$ cat src/rtl/fm_dist_scheduler.sv
// fm_dist_scheduler: clamps distance samples and slews them toward the FM DAC on PWM-period boundaries, gating the DAC enable
module fm_dist_scheduler #(
   parameter int WIDTH      = 13,
   parameter int MAX_DIST   = 2000,
   parameter int STEP_MAX   = 16,
   parameter int UPDATE_DIV = 4,
   parameter int TIMEOUT    = 50000
) (
   input  logic             clk,
   input  logic             reset,
   input  logic             start,
   input  logic             stop,
   input  logic [WIDTH-1:0] dist_in,
   input  logic             dist_valid,
   output logic             dist_ready,
   input  logic             pwm_zero,
   output logic [WIDTH-1:0] distance_out,
   output logic             dac_enable,
   output logic [1:0]       state_out,
   output logic             stale
);
   localparam int DW = $clog2(UPDATE_DIV + 1);
   localparam int TW = $clog2(TIMEOUT + 1);
   typedef enum logic [1:0] {IDLE = 2'b00, ACQUIRE = 2'b01, TRACK = 2'b10, STALE = 2'b11} state_t;
   state_t state, next_state;
   logic [WIDTH-1:0] target, clamped, diff, step_size, slewed;
   logic [DW-1:0] div;
   logic [TW-1:0] tcnt;
   logic accept, track_pulse, tick, timeout, up;
   assign dist_ready  = state != IDLE;
   assign stale       = state == STALE;
   assign state_out   = state;
   assign accept      = dist_valid & dist_ready;
   assign clamped     = dist_in > WIDTH'(MAX_DIST) ? WIDTH'(MAX_DIST) : dist_in;
   assign track_pulse = state == TRACK && pwm_zero;
   assign tick        = track_pulse && div == DW'(UPDATE_DIV - 1);
   assign timeout     = track_pulse && !accept && tcnt == TW'(TIMEOUT - 1);
   // Step of at most STEP_MAX toward target; since target is already clamped the result stays in range
   always_comb begin
      up        = target > distance_out;
      diff      = up ? target - distance_out : distance_out - target;
      step_size = diff > WIDTH'(STEP_MAX) ? WIDTH'(STEP_MAX) : diff;
      slewed    = up ? distance_out + step_size : distance_out - step_size;
   end
   // Next-state logic; stop overrides every other request, including start in IDLE
   always_comb begin
      next_state = state;
      if (stop)
         next_state = IDLE;
      else
         case (state)
            IDLE:    next_state = start ? ACQUIRE : IDLE;
            ACQUIRE: next_state = accept ? TRACK : ACQUIRE;
            TRACK:   next_state = timeout ? STALE : TRACK;
            STALE:   next_state = accept ? TRACK : STALE;
            default: next_state = IDLE;
         endcase
   end
   // State, outputs and counters; a tick coinciding with an accept still slews toward the old target
   always_ff @(posedge clk) begin
      if (reset) begin
         state        <= IDLE;
         distance_out <= '0;
         target       <= '0;
         dac_enable   <= 1'b0;
         div          <= '0;
         tcnt         <= '0;
      end else begin
         state      <= next_state;
         dac_enable <= next_state == TRACK;
         if (accept)
            target <= clamped;
         if (!stop && accept && (state == ACQUIRE || state == STALE))
            distance_out <= clamped;
         else if (!stop && tick)
            distance_out <= slewed;
         div  <= stop ? '0 : tick ? '0 : track_pulse ? div + 1'b1 : div;
         tcnt <= (stop || accept) ? '0 :
                 (track_pulse && tcnt != TW'(TIMEOUT - 1)) ? tcnt + 1'b1 : tcnt;
      end
   end
endmodule
$ cat config.mk
export PLATFORM = sky130hd
export DESIGN_NAME = fm_dist_scheduler
export DESIGN_NICKNAME = d
export VERILOG_FILES = /design/src/rtl/fm_dist_scheduler.sv
export SDC_FILE = /design/constraint.sdc
export NUM_CORES = 1
export LEC_CHECK = 0
export CORE_ASPECT_RATIO = 0.75
export CORE_UTILIZATION = 25
export DETAILED_ROUTE_END_ITERATION = 10
export PLACE_DENSITY_LB_ADDON = 0.2
export REMOVE_ABC_BUFFERS = 1
export SLEW_MARGIN = 20
export SYNTH_ARGS = -nofsm -noshare
export SYNTH_HDL_FRONTEND = slang
export SYNTH_SLANG_ARGS = --single-unit
$ cat constraint.sdc
create_clock -name clk -period 9.9 [get_ports clk]
set_clock_uncertainty 0.05 [all_clocks]
set_input_delay 1.98 -clock clk [delete_from_list [all_inputs] [get_ports clk]]
set_output_delay 1.98 -clock clk [all_outputs]
set_load 0.1 [all_outputs]
==> flow_metrics.py, run 1 <==
metrics = {
    "synthesis": {
        "syn_inst": 525,
        "synth-simple-area-share_pct": 25.6,
        "synthFlopType": "dfxtp_1",
        "synth_largest_area_cell": "dfxtp_1",
        "synth_top_family_by_area": "simple AND/OR/NAND/NOR gates",
        "synth_compound_gate_area_share_pct": 21.7,
        "synth_top_area_share_pct": 23.8,
        "ys_types": 65,
        "yosys-mux-area-fraction_pct": 2.01,
        "synthTopCellsByArea": "dfxtp_1 24%, ha_1 13%, a21oi_1 5.3%, nor2_1 4.8%, inv_1 3.8%",
        "yosysWarningCount": 0,
        "netlist_area_um2": 4050,
        "async_reset_ff_share_pct": 0,
        "synth_fa_ha_area_share_pct": 14.2,
        "synth_xor_area_share_pct": 6.28,
        "synth-seq-cells": 48,
        "synth-edff-count": 0,
        "yosysSeqAreaShare_pct": 23.8,
        "avgSynthCellArea_um2": 7.71,
    },
    "place": {
        "placedCellCount": 746,
        "dpl.hpwl_um": 9240,
        "io_buffers": 36,
        "gp_congestion": 0.898,
        "preCtsSetupSlack_ns": 3.20,
    },
    "floorplan": {
        "ioPinCount": 37,
        "initial_core_util_pct": 26.1,
        "core-area_um2": 15500,
        "placementRows": 39,
        "dieHeight_um": 112,
        "die-area_um2": 16700,
        "die_x_um": 149,
    },
    "clock_tree": {
        "clk_pin_slew_ns": 0.07,
        "hold_buffers": 0,
        "cts.sinks": 48,
        "htreeDepth": 2,
        "cts_buffer_depth": 2,
        "postCtsSetupRepairBufs": 0,
        "cts_tree": "yes",
        "root_buffer": "clkbuf_16",
        "numCtsBuffers": 5,
        "cts-resized-gates": 0,
        "clk-insertion-delay-late_ns": 0.29,
    },
    "timing": {
        "min_period_over_period_pct": 69.3,
        "relSlewSlack_pct": 33.2,
        "finalSetupViolCount": 0,
        "rsz0062_at_grt": "false",
        "finalHoldViolations": 0,
        "fin_ws_ns": 3.04,
        "tightest_slew_ns": 0.999,
        "tns_ns": 0,
        "max_freq_ghz": 0.146,
        "slew_violations": 0,
        "fin_crit_ns": 6.86,
    },
    "worst_hold_path": {
        "hold_path.class": "flip-flop to flip-flop",
    },
    "worst_setup_path": {
        "endpoint_kind": "flip-flop",
        "path_class": "flip-flop to flip-flop",
        "cp_max_fo": 16,
        "worst_setup_path_start_kind": "flip-flop",
        "arrival_ns": 6.98,
        "critical_path_required_ns": 10.02,
    },
    "run_status": {
        "status": "finished clean",
    },
    "grt": {
        "grt_start_max_net_pins": 38,
        "grt_pass1_wl_um": 18900,
        "grt_overflow": 0,
        "grt_pass1_vias": 3594,
        "antenna_found_initial": 0,
        "grt_util_all_layers_pct": 14.3,
    },
    "power": {
        "peakVddDrop_v": 0.0000593,
        "p_per_area_nw_per_um2": 121,
        "p_total_uw": 573,
        "p_leak_uw": 0.00173,
    },
    "layout": {
        "final_nets": 611,
        "fillers": 1692,
        "final_util_pct": 30.4,
        "seqCellArea_um2": 961,
        "n_antenna_cell": 0,
        "layout-drive-gt1-share_pct": 5.29,
        "fin_cells": 753,
        "syn_to_final_growth_pct": 16.7,
        "multiInputGateArea_um2": 2820,
    },
    "detailed_routing": {
        "ant_nets": 0,
        "first_pass_iters": 5,
        "wirelength_um": 11600,
        "drt_iter0_drc": 340,
        "via_per_inst": 5.00,
        "wire_per_inst_um": 15.5,
        "vias": 3763,
        "drc": 0,
    },
    "run": {
        "maxCapViolCount": 0,
    },
}
-- registers in the layout (all words and copies together), names as in the netlist --
signal and count:
dac_enable 1, distance_out 13, div 3, state_out 2, target 13, tcnt 16
-- worst max-delay path, cell delays in order, from the launching register on --
cell      delay, ns
dfxtp_1        0.51
inv_1          0.17
ha_1           0.34
nor2b_1        0.18
o211a_1        0.26
o21ai_1        0.16
a21oi_2        0.67
mux2_1         0.39
a21oi_1        0.16
nand4_1        0.16
nor4_4         0.30
o21a_2         0.25
nand2b_1       0.10
ha_1           0.28
a22oi_1        0.11
fa_1           0.48
a21o_1         0.20
a21oi_1        0.21
o21ai_0        0.14
a21oi_1        0.23
nand2b_1       0.14
a21oi_1        0.09
o31a_1         0.27
o41ai_1        0.52
nor2b_1        0.11
mux2i_1        0.16
nand4b_1       0.10
-- final timing paths --
kind,end,depth (start not counted),slack [ns],from
min,target[0],2,0.42,target[0]
min reg2reg,target[0],2,0.42,target[0]
max,distance_out[12],26,3.04,distance_out[1]
max reg2reg,distance_out[12],26,3.04,distance_out[1]
-- stage by stage --
stage               area [µm²]  hold slack, ns
floorplan                 3940           0.393
global placement          4570           0.412
detailed placement        4570           0.416
CTS                       4720           0.425
global route              4720           0.448
finish                    4720           0.423
-- logic make-up after synthesis --
logic type / Yosys count
and+or+nand+nor: 198
AOI/OAI and AO/OA: 135
buffers and inverters: 63
DFF: 48
adders and majority gates: 44
xor gates and xnor gates: 29
muxes: 8
-- Yosys cell counts (4+ instances only) --
library cell	n
xor2_1	15
a21o_1	6
nand4b_1	4
mux2i_1	7
nor3b_1	4
o31ai_1	7
nor2b_1	9
nand2_1	33
or2_2	4
xnor2_1	14
dfxtp_1	48
a21oi_1	43
ha_1	41
nor2_1	52
nand4_1	6
o21a_1	6
a31oi_1	9
clkbuf_1	12
a211oi_1	10
buf_2	4
nor3_1	23
and2_1	7
inv_1	41
nand3_1	27
o21ai_0	23
nand2b_1	6
-- power by group --
| group | internal (µW) | switching, µW | leakage, µW | total, µW |
|---|---|---|---|---|
| clock network | 106 | 72.9 | 0.0000760 | 179 |
| logic | 77.1 | 118 | 0.00127 | 196 |
| registers | 195 | 2.59 | 0.000387 | 198 |
-- routing by layer --
layer  vias up  part of all wire, %  GRT usage, %  wire length [µm]
met3         8                  6.1          2.97               706
met4         0                 0.97          3.06               113
met5         -                    0             0                 0
met2       105                   40          20.2              4610
li1       1905                    -             -                 -
met1      1745                   53          21.9              6210
-- layout by cell type (no fill, tap or decap), types with 3 or more instances in the layout --
cell type,Yosys,routed
ha_1,41,41
inv_1,41,41
and2_1,7,7
a211oi_1,10,10
or3_1,3,3
nand2b_1,6,6
clkbuf_16,0,5
clkdlybuf4s50_1,0,36
a31o_2,3,3
o31ai_1,7,7
a21oi_1,43,43
a21o_1,6,6
o21a_1,6,6
or2_2,4,4
mux2i_1,7,7
fa_1,3,3
nor3_1,23,23
dfxtp_1,48,48
nand2_1,33,33
nand3b_1,3,3
nand4b_1,4,4
a31oi_1,9,9
nor2_1,52,52
and3_1,3,3
o21ai_0,23,23
nand4_1,6,6
nor2b_1,9,9
xor2_1,15,15
nand3_1,27,27
nor3b_1,4,4
xnor2_1,14,14
-- area by class of cell --
| class | count | share of cell area, % |
|---|---|---|
| Sequential cell | 48 | 20.4 |
| Timing Repair Buffer | 38 | 7.95 |
| Multi-Input combinational cell | 414 | 59.8 |
| Tap cell | 205 | 5.43 |
| Inverter | 41 | 3.26 |
| Clock buffer | 7 | 3.23 |
(Power assumes the default switching activity.)
==> inputs of run 2 (changes only) <==
clock period = 6.2 ns   (was 9.9 ns; I/O delays follow)
==> run 2 against run 1 <==
Core utilization is 1.9 points higher. Die area unchanged. Sequential power up 59%. Power is 69% higher. Largest power group is now combinational logic. Cell count rose by 3.1%. Critical path type unchanged.
==> flow_metrics.py, run 2 (synthesized netlist as in run 1, its figures left out) <==
metrics = {
    "worst_setup_path": {
        "timing.critical_path.mode_cell": "a21oi_1",
        "arrival_ns": 6.00,
        "critPathBufInv": 3,
        "critPathSlowestCell": "fa_1",
        "worst_setup_path_start_kind": "flip-flop",
        "path_class": "flip-flop to flip-flop",
        "cp_top_family": "compound AO/OA/AOI/OAI gates",
        "slowest_delay_ns": 0.45,
        "rr_startpoint": "distance_out[8]",
        "critical_path_required_ns": 6.32,
        "cp_max_fo": 8,
        "crit_start": "distance_out[8]",
        "endpoint_kind": "flip-flop",
    },
    "floorplan": {
        "core-area_um2": 15500,
        "initial_core_util_pct": 26.1,
        "die_x_um": 149,
        "ioPinCount": 37,
        "dieHeight_um": 112,
        "die-area_um2": 16700,
        "placementRows": 39,
    },
    "clock_tree": {
        "htreeDepth": 2,
        "cts_buffer_depth": 2,
        "cts_tree": "yes",
        "numCtsBuffers": 5,
        "cts.sinks": 48,
        "clk-insertion-delay-late_ns": 0.30,
        "clk_pin_slew_ns": 0.07,
        "hold_buffers": 0,
        "root_buffer": "clkbuf_16",
    },
    "run": {
        "maxCapViolCount": 0,
    },
    "timing": {
        "tightest_slew_ns": 1.01,
        "slew_violations": 0,
        "finalSetupViolCount": 0,
        "max_freq_ghz": 0.170,
        "finalHoldViolations": 0,
        "fin_crit_ns": 5.88,
        "relSlewSlack_pct": 32.2,
        "min_period_over_period_pct": 94.9,
        "fin_ws_ns": 0.317,
    },
    "layout": {
        "syn_to_final_growth_pct": 23.9,
        "layout-drive-gt1-share_pct": 13.1,
        "final_nets": 633,
        "fin_cells": 776,
        "largestRegisters": "tcnt x16, distance_out x13, target x13",
        "final_util_pct": 32.3,
        "largest_reg_flops": 16,
        "top_register": "tcnt",
        "final_common_cell": "nor2_1",
        "n_antenna_cell": 0,
        "final_cell_mix": "50 x nor2_1, 45 x dfxtp_1, 41 x inv_1",
    },
    "worst_hold_path": {
        "hold_path.class": "flip-flop to flip-flop",
        "min_from": "target[0]",
    },
    "place": {
        "placedCellCount": 762,
        "io_buffers": 36,
        "dpl.hpwl_um": 9680,
        "gp_congestion": 0.937,
        "preCtsSetupSlack_ns": 0.0255,
    },
    "power": {
        "peakVddDrop_v": 0.0000997,
        "p_leak_uw": 0.00185,
        "p_total_uw": 966,
        "p_per_area_nw_per_um2": 193,
    },
    "grt": {
        "antenna_found_initial": 0,
        "grt_pass1_wl_um": 19400,
        "grt_start_max_net_pins": 38,
        "grt_pass1_vias": 3609,
        "grt_util_all_layers_pct": 14.8,
        "grt_overflow": 0,
    },
    "run_status": {
        "status": "finished clean",
    },
    "detailed_routing": {
        "via_per_inst": 5.04,
        "vias": 3908,
        "wirelength_um": 12200,
        "drt_iter0_drc": 343,
        "wire_per_inst_um": 15.7,
        "ant_nets": 0,
        "first_pass_iters": 5,
        "drc": 0,
    },
}
==> run 2: cell count changes in the layout (fill, tap and decap cells not counted), sizes merged <==
| cell | previous run | this run |
|---|---|---|
| buf | 2 | 24 |
| clkbuf | 7 | 6 |
| clkinvlp | 0 | 2 |
==> run 2: final cells by class <==
class	instances	area [µm²]
Clock inverter	2	15.0
Clock buffer	6	139
Multi-Input combinational cell	414	2930
Fill cell	1676	10500
Sequential cell	48	965
Timing Repair Buffer	60	553
Inverter	41	154
Tap cell	205	256
==> run 2: path summary, 6_finish.rpt <==
path                            slack [ns]               end  cells past startpoint
worst max-delay path                  0.32  distance_out[12]                     28
worst min-delay path                  0.43         target[0]                      2
worst max register to register        0.32  distance_out[12]                     28
worst min register to register        0.43         target[0]                      2
==> run 2: layer usage <==
metal | vias up | wire length, µm | GRT usage [%]
met5 | - | 0 | 0
met4 | 0 | 119 | 2.59
met3 | 7 | 731 | 3.09
met2 | 105 | 4860 | 20.9
met1 | 1843 | 6450 | 22.8
li1 | 1953 | - | -
==> run 2: where the power goes <==
group	total (µW)	switching [µW]	internal, µW
registers	315	3.01	312
logic	363	205	159
clock network	288	128	161
==> run 2: what timing repair did <==
item / CTS / global route
resized for setup: 1 / 32
pin swaps: 0 / 6
cloned: 0 / 0
setup endpoints to repair: 1 / 5
setup buffers: 0 / 6
==> run 2: per-stage QoR <==
step | setup TNS [ns] | cell area [µm²] | hold slack, ns
global route | -0.0229 | 5010 | 0.454
floorplan | -0.392 | 3940 | 0.393
detailed placement | 0 | 4690 | 0.418
global placement | 0 | 4690 | 0.411
CTS | 0 | 4840 | 0.428
finish | 0 | 5010 | 0.426
==> run 2: worst reg2reg max path: cells and delay by family (launching register included) <==
kind | cells | cell delay [ns]
simple gates | 7 | 0.97
mux | 2 | 0.49
buf+inv | 3 | 0.41
fa+ha+maj | 3 | 1.16
flops | 1 | 0.36
compound gates | 13 | 2.32
